<file path="src/rtl/caslock_pkg.sv">
// Shared types and helpers for the CAS-Lock key loader.
package caslock_pkg;

    // Width of the byte checksum that trails the key in the serial stream.
    localparam int CKSUM_W = 8;

    // Widest key the checksum helper can fold. The loader's KEY_W must not exceed this.
    localparam int KEY_W_MAX = 256;

    typedef enum logic [2:0] {
        ST_IDLE    = 3'd0,
        ST_LOAD    = 3'd1,
        ST_CHECK   = 3'd2,
        ST_ARMED   = 3'd3,
        ST_ERROR   = 3'd4,
        ST_LOCKOUT = 3'd5
    } caslock_state_e;

    // XOR of the key bytes, where byte j is key[8j+7:8j]. Only the lowest
    // n_bytes bytes take part, so a narrower key can be zero-extended into
    // the argument.
    function automatic logic [CKSUM_W-1:0] key_cksum(input logic [KEY_W_MAX-1:0] key,
                                                     input int n_bytes = KEY_W_MAX / 8);
        logic [CKSUM_W-1:0] acc;
        acc = '0;
        for (int j = 0; j < KEY_W_MAX / 8; j++) begin
            if (j < n_bytes) begin
                acc = acc ^ key[8*j +: 8];
            end
        end
        return acc;
    endfunction

endpackage

</file>
<file path="src/rtl/caslock_shift_rx.sv">
// Serial receiver for the key loader. It deserialises KEY_W key bits and then
// CKSUM_W checksum bits, LSB first, into shadow registers.
//
// Handshake: a bit is transferred on a rising edge where ser_valid_i and
// ser_ready_o are both high. ser_ready_o is a registered flag and never
// depends on ser_valid_i in the same cycle. ser_valid_i low simply stalls,
// with no timeout.
module caslock_shift_rx
    import caslock_pkg::*;
#(
    parameter int KEY_W = 64
) (
    input  logic               clk,
    input  logic               rst_n,
    input  logic               start_i,
    input  logic               ser_valid_i,
    input  logic               ser_data_i,
    output logic               ser_ready_o,
    output logic               done_o,
    output logic [KEY_W-1:0]   shadow_o,
    output logic [CKSUM_W-1:0] cksum_o
);

    localparam int NBITS = KEY_W + CKSUM_W;
    localparam int CNT_W = $clog2(NBITS);
    localparam logic [CNT_W-1:0] LAST_IDX = CNT_W'(NBITS - 1);

    logic [CNT_W-1:0]   cnt_q;
    logic [KEY_W-1:0]   shadow_q, shadow_d;
    logic [CKSUM_W-1:0] cksum_q, cksum_d;
    logic               ready_q;
    logic               done_q;
    logic               accept;
    logic               last_bit;

    assign accept   = ser_valid_i & ready_q;
    assign last_bit = (cnt_q == LAST_IDX);

    // Write the accepted bit into the shadow slot selected by the bit counter.
    always_comb begin
        shadow_d = shadow_q;
        cksum_d  = cksum_q;
        if (start_i) begin
            shadow_d = '0;
            cksum_d  = '0;
        end else if (accept) begin
            for (int i = 0; i < KEY_W; i++) begin
                if (cnt_q == CNT_W'(i)) begin
                    shadow_d[i] = ser_data_i;
                end
            end
            for (int i = 0; i < CKSUM_W; i++) begin
                if (cnt_q == CNT_W'(KEY_W + i)) begin
                    cksum_d[i] = ser_data_i;
                end
            end
        end
    end

    // Counter, ready flag and a one-cycle done pulse after the final bit.
    always_ff @(posedge clk or negedge rst_n) begin
        if (!rst_n) begin
            cnt_q    <= '0;
            shadow_q <= '0;
            cksum_q  <= '0;
            ready_q  <= 1'b0;
            done_q   <= 1'b0;
        end else begin
            shadow_q <= shadow_d;
            cksum_q  <= cksum_d;
            if (start_i) begin
                cnt_q   <= '0;
                ready_q <= 1'b1;
                done_q  <= 1'b0;
            end else begin
                done_q <= accept & last_bit;
                if (accept) begin
                    if (last_bit) begin
                        ready_q <= 1'b0;
                    end else begin
                        cnt_q <= cnt_q + 1'b1;
                    end
                end
            end
        end
    end

    assign ser_ready_o = ready_q;
    assign done_o      = done_q;
    assign shadow_o    = shadow_q;
    assign cksum_o     = cksum_q;

endmodule

</file>
<file path="src/rtl/caslock_key_loader.sv">
// Key-delivery stage in front of the CAS-Lock locked netlist. It receives the
// key serially, verifies the byte checksum and only then releases the key on
// key_out. Any reload zeroes key_out first, and MAX_TRIES failed checks lock the
// loader until reset. KEY_W must be a multiple of 8 and no larger than
// KEY_W_MAX.
module caslock_key_loader
    import caslock_pkg::*;
#(
    parameter int KEY_W     = 64,
    parameter int MAX_TRIES = 3
) (
    input  logic           clk,
    input  logic           rst_n,
    input  logic           load_start,
    input  logic           ser_valid,
    input  logic           ser_data,
    output logic           ser_ready,
    output logic [KEY_W-1:0] key_out,
    output logic           key_valid,
    output logic           key_err,
    output logic           locked,
    output logic           busy,
    output caslock_state_e state_dbg
);

    caslock_state_e     state_q;
    logic [KEY_W-1:0]   key_q;
    logic               key_valid_q;
    logic               key_err_q;
    logic               locked_q;
    logic               busy_q;
    logic [3:0]         fail_cnt_q;
    logic [3:0]         fail_cnt_d;

    logic               rx_start;
    logic               rx_done;
    logic [KEY_W-1:0]   rx_shadow;
    logic [CKSUM_W-1:0] rx_cksum;
    logic               cksum_ok;

    // load_start only takes effect from a resting state; LOAD, CHECK and LOCKOUT ignore it.
    always_comb begin
        rx_start = 1'b0;
        if (load_start && (state_q == ST_IDLE || state_q == ST_ARMED || state_q == ST_ERROR)) begin
            rx_start = 1'b1;
        end
    end

    assign fail_cnt_d = fail_cnt_q + 4'd1;
    assign cksum_ok   = (key_cksum(KEY_W_MAX'(rx_shadow), KEY_W / 8) == rx_cksum);

    caslock_shift_rx #(
        .KEY_W(KEY_W)
    ) u_rx (
        .clk        (clk),
        .rst_n      (rst_n),
        .start_i    (rx_start),
        .ser_valid_i(ser_valid),
        .ser_data_i (ser_data),
        .ser_ready_o(ser_ready),
        .done_o     (rx_done),
        .shadow_o   (rx_shadow),
        .cksum_o    (rx_cksum)
    );

    // Control FSM with registered outputs. key_q changes only on entry to LOAD (to 0) or ARMED.
    always_ff @(posedge clk or negedge rst_n) begin
        if (!rst_n) begin
            state_q     <= ST_IDLE;
            key_q       <= '0;
            key_valid_q <= 1'b0;
            key_err_q   <= 1'b0;
            locked_q    <= 1'b0;
            busy_q      <= 1'b0;
            fail_cnt_q  <= '0;
        end else begin
            case (state_q)
                ST_IDLE, ST_ARMED, ST_ERROR: begin
                    if (rx_start) begin
                        state_q     <= ST_LOAD;
                        key_q       <= '0;
                        key_valid_q <= 1'b0;
                        key_err_q   <= 1'b0;
                        busy_q      <= 1'b1;
                    end
                end
                ST_LOAD: begin
                    if (rx_done) begin
                        state_q <= ST_CHECK;
                    end
                end
                ST_CHECK: begin
                    busy_q <= 1'b0;
                    if (cksum_ok) begin
                        state_q     <= ST_ARMED;
                        key_q       <= rx_shadow;
                        key_valid_q <= 1'b1;
                    end else begin
                        // The fail count survives successful loads; only reset clears it.
                        fail_cnt_q <= fail_cnt_d;
                        key_err_q  <= 1'b1;
                        if (fail_cnt_d == 4'(MAX_TRIES)) begin
                            state_q  <= ST_LOCKOUT;
                            locked_q <= 1'b1;
                        end else begin
                            state_q <= ST_ERROR;
                        end
                    end
                end
                ST_LOCKOUT: begin
                    state_q <= ST_LOCKOUT;
                end
                default: begin
                    state_q <= ST_IDLE;
                end
            endcase
        end
    end

    assign key_out   = key_q;
    assign key_valid = key_valid_q;
    assign key_err   = key_err_q;
    assign locked    = locked_q;
    assign busy      = busy_q;
    assign state_dbg = state_q;

endmodule

</file>
<file path="config.mk">
export PLATFORM = sky130hd
export DESIGN_NAME = caslock_key_loader
export DESIGN_NICKNAME = d
export VERILOG_FILES = /design/src/rtl/caslock_pkg.sv /design/src/rtl/caslock_shift_rx.sv /design/src/rtl/caslock_key_loader.sv
export SDC_FILE = /design/constraint.sdc
export NUM_CORES = 1
export LEC_CHECK = 0
export BUFFER_PORTS_ARGS = -buffer_cell sky130_fd_sc_hd__buf_2
export CORE_MARGIN = 4
export CORE_UTILIZATION = 30
export CTS_CLUSTER_SIZE = 16
export DETAILED_ROUTE_END_ITERATION = 12
export GPL_TIMING_DRIVEN = 0
export HOLD_SLACK_MARGIN = 0.12
export PLACE_DENSITY = 0.44
export SYNTH_ARGS = -nofsm -noshare
export SYNTH_HDL_FRONTEND = slang
export SYNTH_SLANG_ARGS = --single-unit
</file>
<file path="constraint.sdc">
create_clock -name clk -period 5.5 [get_ports clk]
set_clock_uncertainty 0.1 [all_clocks]
set_input_delay 0.275 -clock clk [delete_from_list [all_inputs] [get_ports clk]]
set_output_delay 0.275 -clock clk [all_outputs]
set_load 0.01 [all_outputs]
</file>
* Word level (Yosys, flattened, before mapping)
Index checks and enable logic that the tools add are counted.
** Storage, ports and cells
- Output and inout bits :: 72
- Input bits :: 5
- Register bits :: 156
** Operators by class
- Bitwise operators :: 10
- Reduce and logical (&&, ||, !) cells :: 159
- Eq/ne operators :: 83
- Mux-type cells :: 99
- $add $sub $neg :: 2
** Operator list (number)
- 64-bit two-way mux :: 4
- 7-bit by 6-bit == test with 1-bit output, second input constant :: 32
- 2-bit AND reduction :: 76
- 2-bit nonzero test :: 74
- 64-bit one-hot mux with 2 select lines :: 1
- 7-bit by 5-bit == test with 1-bit output, second input constant :: 16
- 1-bit two-way mux :: 82
- 7-bit by 4-bit == test with 1-bit output, second input constant :: 8
- 7-bit == test, second input constant :: 8
- 8-bit XOR :: 7
- 7-bit by 3-bit == test with 1-bit output, second input constant :: 4
- 7-bit two-way mux :: 3
- 8-bit two-way mux :: 2
- 7-bit by 2-bit == test with 1-bit output, second input constant :: 2
- 3-bit one-hot mux with 4 select lines :: 1
- 3-bit two-way mux :: 3
- 3-bit AND reduction :: 3
- 8-bit == test :: 1
- 2-bit inequality test, second input constant :: 4
- 7-bit by 1-bit adder with 7-bit output, second input constant :: 1
- 7-bit by 1-bit == test with 1-bit output, second input constant :: 1
- 7-bit logical NOT :: 1
- 3-bit by 2-bit == test with 1-bit output, second input constant :: 2
- 3-bit == test, second input constant :: 2
- 11 further kinds :: 15

* Logic depth before layout (Yosys ltp)
- Depth after elaboration :: 10
- Depth in mapped cells :: 9
- Depth with buffers taken out :: 7

* Cells and area by module
Synthesis repeated with hierarchy kept, for this count alone.
** Unflattened totals
- Cells, all modules :: 780
- Area, all modules :: 8234.1 µm²
** Modules (own cells, without submodules)
- caslock_shift_rx :: cells an instance 397, area an instance 4262.8 µm², times used 1
- caslock_key_loader :: cells an instance 383, area an instance 3971.3 µm², times used 1

* Worst setup path before layout
Ideal clock, no wire load.
- Kind :: reg-to-reg
- Start point :: register u_rx.shadow_q[28] (netlist: u_rx.shadow_o[28])
- End point :: register key_q[10] (netlist: key_out[10])
- Stages on the path, launching flop included :: 8
- Path buffers :: 1
- Path slack :: 3141 ps
- Arrival :: 2133 ps
- Path through :: dfrtp_1 > xnor2_1 > xnor3_1 > xnor2_1 > nor4_4 > clkbuf_1 > a21oi_1 > a221o_1
** Between the ends
- Longest elaborated chain between the ends :: 8
** RTL lines
- from (decl) :: RTL line caslock_shift_rx.sv:29 : logic [KEY_W-1:0] shadow_q, shadow_d;
- from (signal assigned) :: RTL line caslock_shift_rx.sv:69 : shadow_q <= shadow_d;
- 8-bit XOR (5 in series) :: RTL line caslock_pkg.sv:28 : acc = acc ^ key[8*j +: 8];
- 8-bit == test :: RTL line caslock_key_loader.sv:50 : assign cksum_ok = (key_cksum(KEY_W_MAX'(rx_shadow), KEY_W / 8) == rx_cksum);
- 2-bit inequality test (no source line)
- 3-bit AND reduction (no source line)
- to (signal assigned) :: RTL line caslock_key_loader.sv:96 : key_q <= rx_shadow;
- to (decl) :: RTL line caslock_key_loader.sv:27 : logic [KEY_W-1:0] key_q;
Every way passes these cells.
A chain may end at the register's enable or synchronous reset.

* Final worst setup path
- Start point :: register u_rx.shadow_q[31] (netlist: u_rx.shadow_o[31])
- End point :: register key_q[53] (netlist: key_out[53])
Same word-level chain as after synthesis.

==> metrics <==
setup TNS=0 ns; RSZ-0062 raised after global routing=no; Worst R2R Start=u_rx.shadow_o[31]; post-synth cell types=35; Critical Path RT=5.77 ns; Post-synth top cells=dfrtp_1 (156), nand2_1 (138), a21oi_1 (123); met3 global-route usage=3.136%; max-slew violations=0; final setup fails=0; Clock Latency Late Sink=0.43 ns; CTS root buf=clkbuf_16; DIE AREA=29,020 um2; DR iter-0 viols=619; Syn-to-layout area delta=18.72%; area share of fa/ha/maj cells after synthesis=0.9495%; pin count of the biggest net entering global routing=103; hold slack=0.2498 ns; beginning of the critical path=u_rx.shadow_o[31]; cell with the most instances after synthesis=dfrtp_1; mux contribution to synthesized area=2.659%; count of final hold-check violations=0; layout cells sized above 1=12.70%; total of max-cap violations=0; Tcrit/Tclk final=62.34%; #FFs+latches synth=156; Core ar.=25,980 um2; routability cong.=0.7638; nets=959; die span in y=170.3 um; status=finished, final reports clean; main combinational cell family by area after synthesis=compound AO/OA/AOI/OAI gates; Simple-Gate Fraction of Synth Area=14.15%; WL per Instance=20.21 um; WP data arrival=3.70 ns; Initial DRT Pass Iterations=5; met1 Use GR=27.22%; vias in the first global route=6,629; Via Count=6,778; Peak Freq=291.7 MHz; ANT nets after route=0; Yosys top cell area share=49.37%; Via density=5.230; min-delay worst type=primary input to asynchronous set/reset pin; post-synthesis sequential area ratio=49.37%; met2 Use GR=27.27%; initial antenna violation count=0; leakage=4.252 nW; die width=170.3 um; CTS H-tree depth=4; dominant synthesized flop cell=dfrtp_1; CTS tree=built; final worst path period need=3.429 ns; Core Rows=59; DRC Markers=0; Synth Area in XOR/XNOR=8.593%; post_cts resized=0; Tot GR Track Use=18.39%; HPWL after detailed placement=17,800 um; num ports=77; Final Util=36.12%; Max clock buf depth=2; Compound-Gate Fraction of Synth Area=20.53%; crit path launch type=flop; GR peak layer=met2; Synth area leaders=dfrtp_1 (49%), a221o_1 (8.1%), a21oi_1 (7.8%), nand2_1 (6.6%), nor2_1 (5.2%); Post-Syn Area=7906 um2; WL final=26,200 um; syn_nets=862; mean post-synth cell area=9.291 um2; Sink Count=156; Clk pin slew, worst setup/hold paths=0.07 ns; worst-path maximum fanout=10; CP Capture Type=flop; Overflow after GRT=0; PwrDens=448.7 nW/um2; cts bufs inserted=17; Synth area leader=dfrtp_1; Async SR Flop Fraction=100.0%; Post-Syn Instances=851; number of synthesized flops with an enable pin=0; diode count=0; Initial Util=30.43%; port bufs=75; first-pass GRT wire length=40,740 um; WS Path Type=flop to flop; Syn. warnings=0; Worst-Margin Slew=0.8643 ns; worst vdd ir=0.0001714 V; Max-slew headroom=42.38%
-- layout by cell type, fill, tap and decap left out, types with 2 or more instances in the layout --
| cell | n |
|---|---|
| bufinv_16 | 3 |
| xor2_1 | 14 |
| nand3_1 | 6 |
| a21oi_1 | 123 |
| dfrtp_1 | 156 |
| nor2b_1 | 3 |
| buf_1 | 2 |
| nand2_1 | 138 |
| a221o_1 | 64 |
| nand2b_1 | 2 |
| clkinvlp_4 | 3 |
| xnor2_1 | 43 |
| inv_1 | 6 |
| clkbuf_1 | 59 |
| clkbuf_8 | 3 |
| xnor3_1 | 8 |
| mux2i_1 | 21 |
| buf_2 | 83 |
| nand3b_1 | 4 |
| a21o_1 | 2 |
| nor4_4 | 2 |
| inv_6 | 2 |
| nor2_1 | 109 |
| clkbuf_16 | 17 |
| dlygate4sd3_1 | 2 |
| a31o_2 | 2 |
| o22ai_1 | 2 |
| clkinv_4 | 3 |
| o21ai_0 | 55 |
| ha_1 | 6 |
| and3_1 | 2 |
| nand4_1 | 3 |
-- what timing repair did --
action,CTS,global route
buffers inserted,0,0
endpoints found under the setup margin,0,0
endpoints found under the hold margin,56,0
hold buffers,2,0
-- worst max-delay path, stage by stage (launching register included) --
cell	delay (ns)
dfrtp_1	0.43
xnor2_1	0.27
xnor3_1	0.52
xnor2_1	0.18
nor4_4	0.75
and3_1	0.28
buf_2	0.33
buf_2	0.31
a221o_1	0.19
-- power by group --
part | total, mW | internal [mW] | leakage [nW] | switching [mW]
sequential | 1.37 | 1.25 | 2.15 | 0.119
combinational | 1.56 | 0.375 | 1.81 | 1.19
clock | 1.28 | 0.755 | 0.299 | 0.526
total | 4.21 | 2.38 | 4.25 | 1.83
-- layer usage --
layer  routed length (um)  up-vias
met5                    0        -
met4                  582        0
met3                 1112       35
met2                11650      176
met1                12850     3397
li1                     -     3170
-- cell type report --
cell class                      instances  area (um2)
Clock buffer                           20       466.7
Sequential cell                       156        3904
Buffer                                 70       274.0
Timing Repair Buffer                   78       432.9
Fill cell                            2723       16600
Inverter                                6       22.52
Clock inverter                         12       161.4
Tap cell                              335       419.2
Multi-Input combinational cell        619        3706
-- cells by family after synthesis --
logic type	count (synthesis)
and+or+nand+nor	273
xor gates and xnor gates	65
muxes	21
buffers and inverters	76
adders and majority gates	6
DFF	156
AOI/OAI and AO/OA	254
-- registers in the layout (all words and copies together), names as in the netlist --
| name | flops |
|---|---|
| u_rx.cnt_q | 7 |
| u_rx.ser_ready_o | 1 |
| u_rx.done_o | 1 |
| u_rx.shadow_o | 64 |
| locked | 1 |
| busy | 1 |
| u_rx.cksum_o | 8 |
| state_dbg | 3 |
| key_valid | 1 |
| key_err | 1 |
| fail_cnt_q | 4 |
| key_out | 64 |
-- final timing paths --
kind | end | slack, ns | cells after the start
max in group asynchronous | u_rx.shadow_o[9] | 4.12 | 3
hold / removal | u_rx.cnt_q[6] | 0.25 | 2
setup / recovery | key_out[53] | 2.07 | 8
setup reg to reg | key_out[53] | 2.07 | 8
min in group clk | u_rx.cnt_q[0] | 0.29 | 5
hold reg to reg | key_valid | 0.37 | 1
-- per-stage QoR --
stage	setup slack (ns)	power (mW)	std cells	instance area [um2]
after detailed placement	2.048	2.961	1262	8738
after CTS	2.015	4.250	1296	9387
final	2.071	4.212	1296	9387
after global placement	1.317	2.958	1261	8701
after global routing	1.911	4.441	1296	9387
after floorplan	3.141	2.352	851	7906
(Power assumes the default switching activity.)
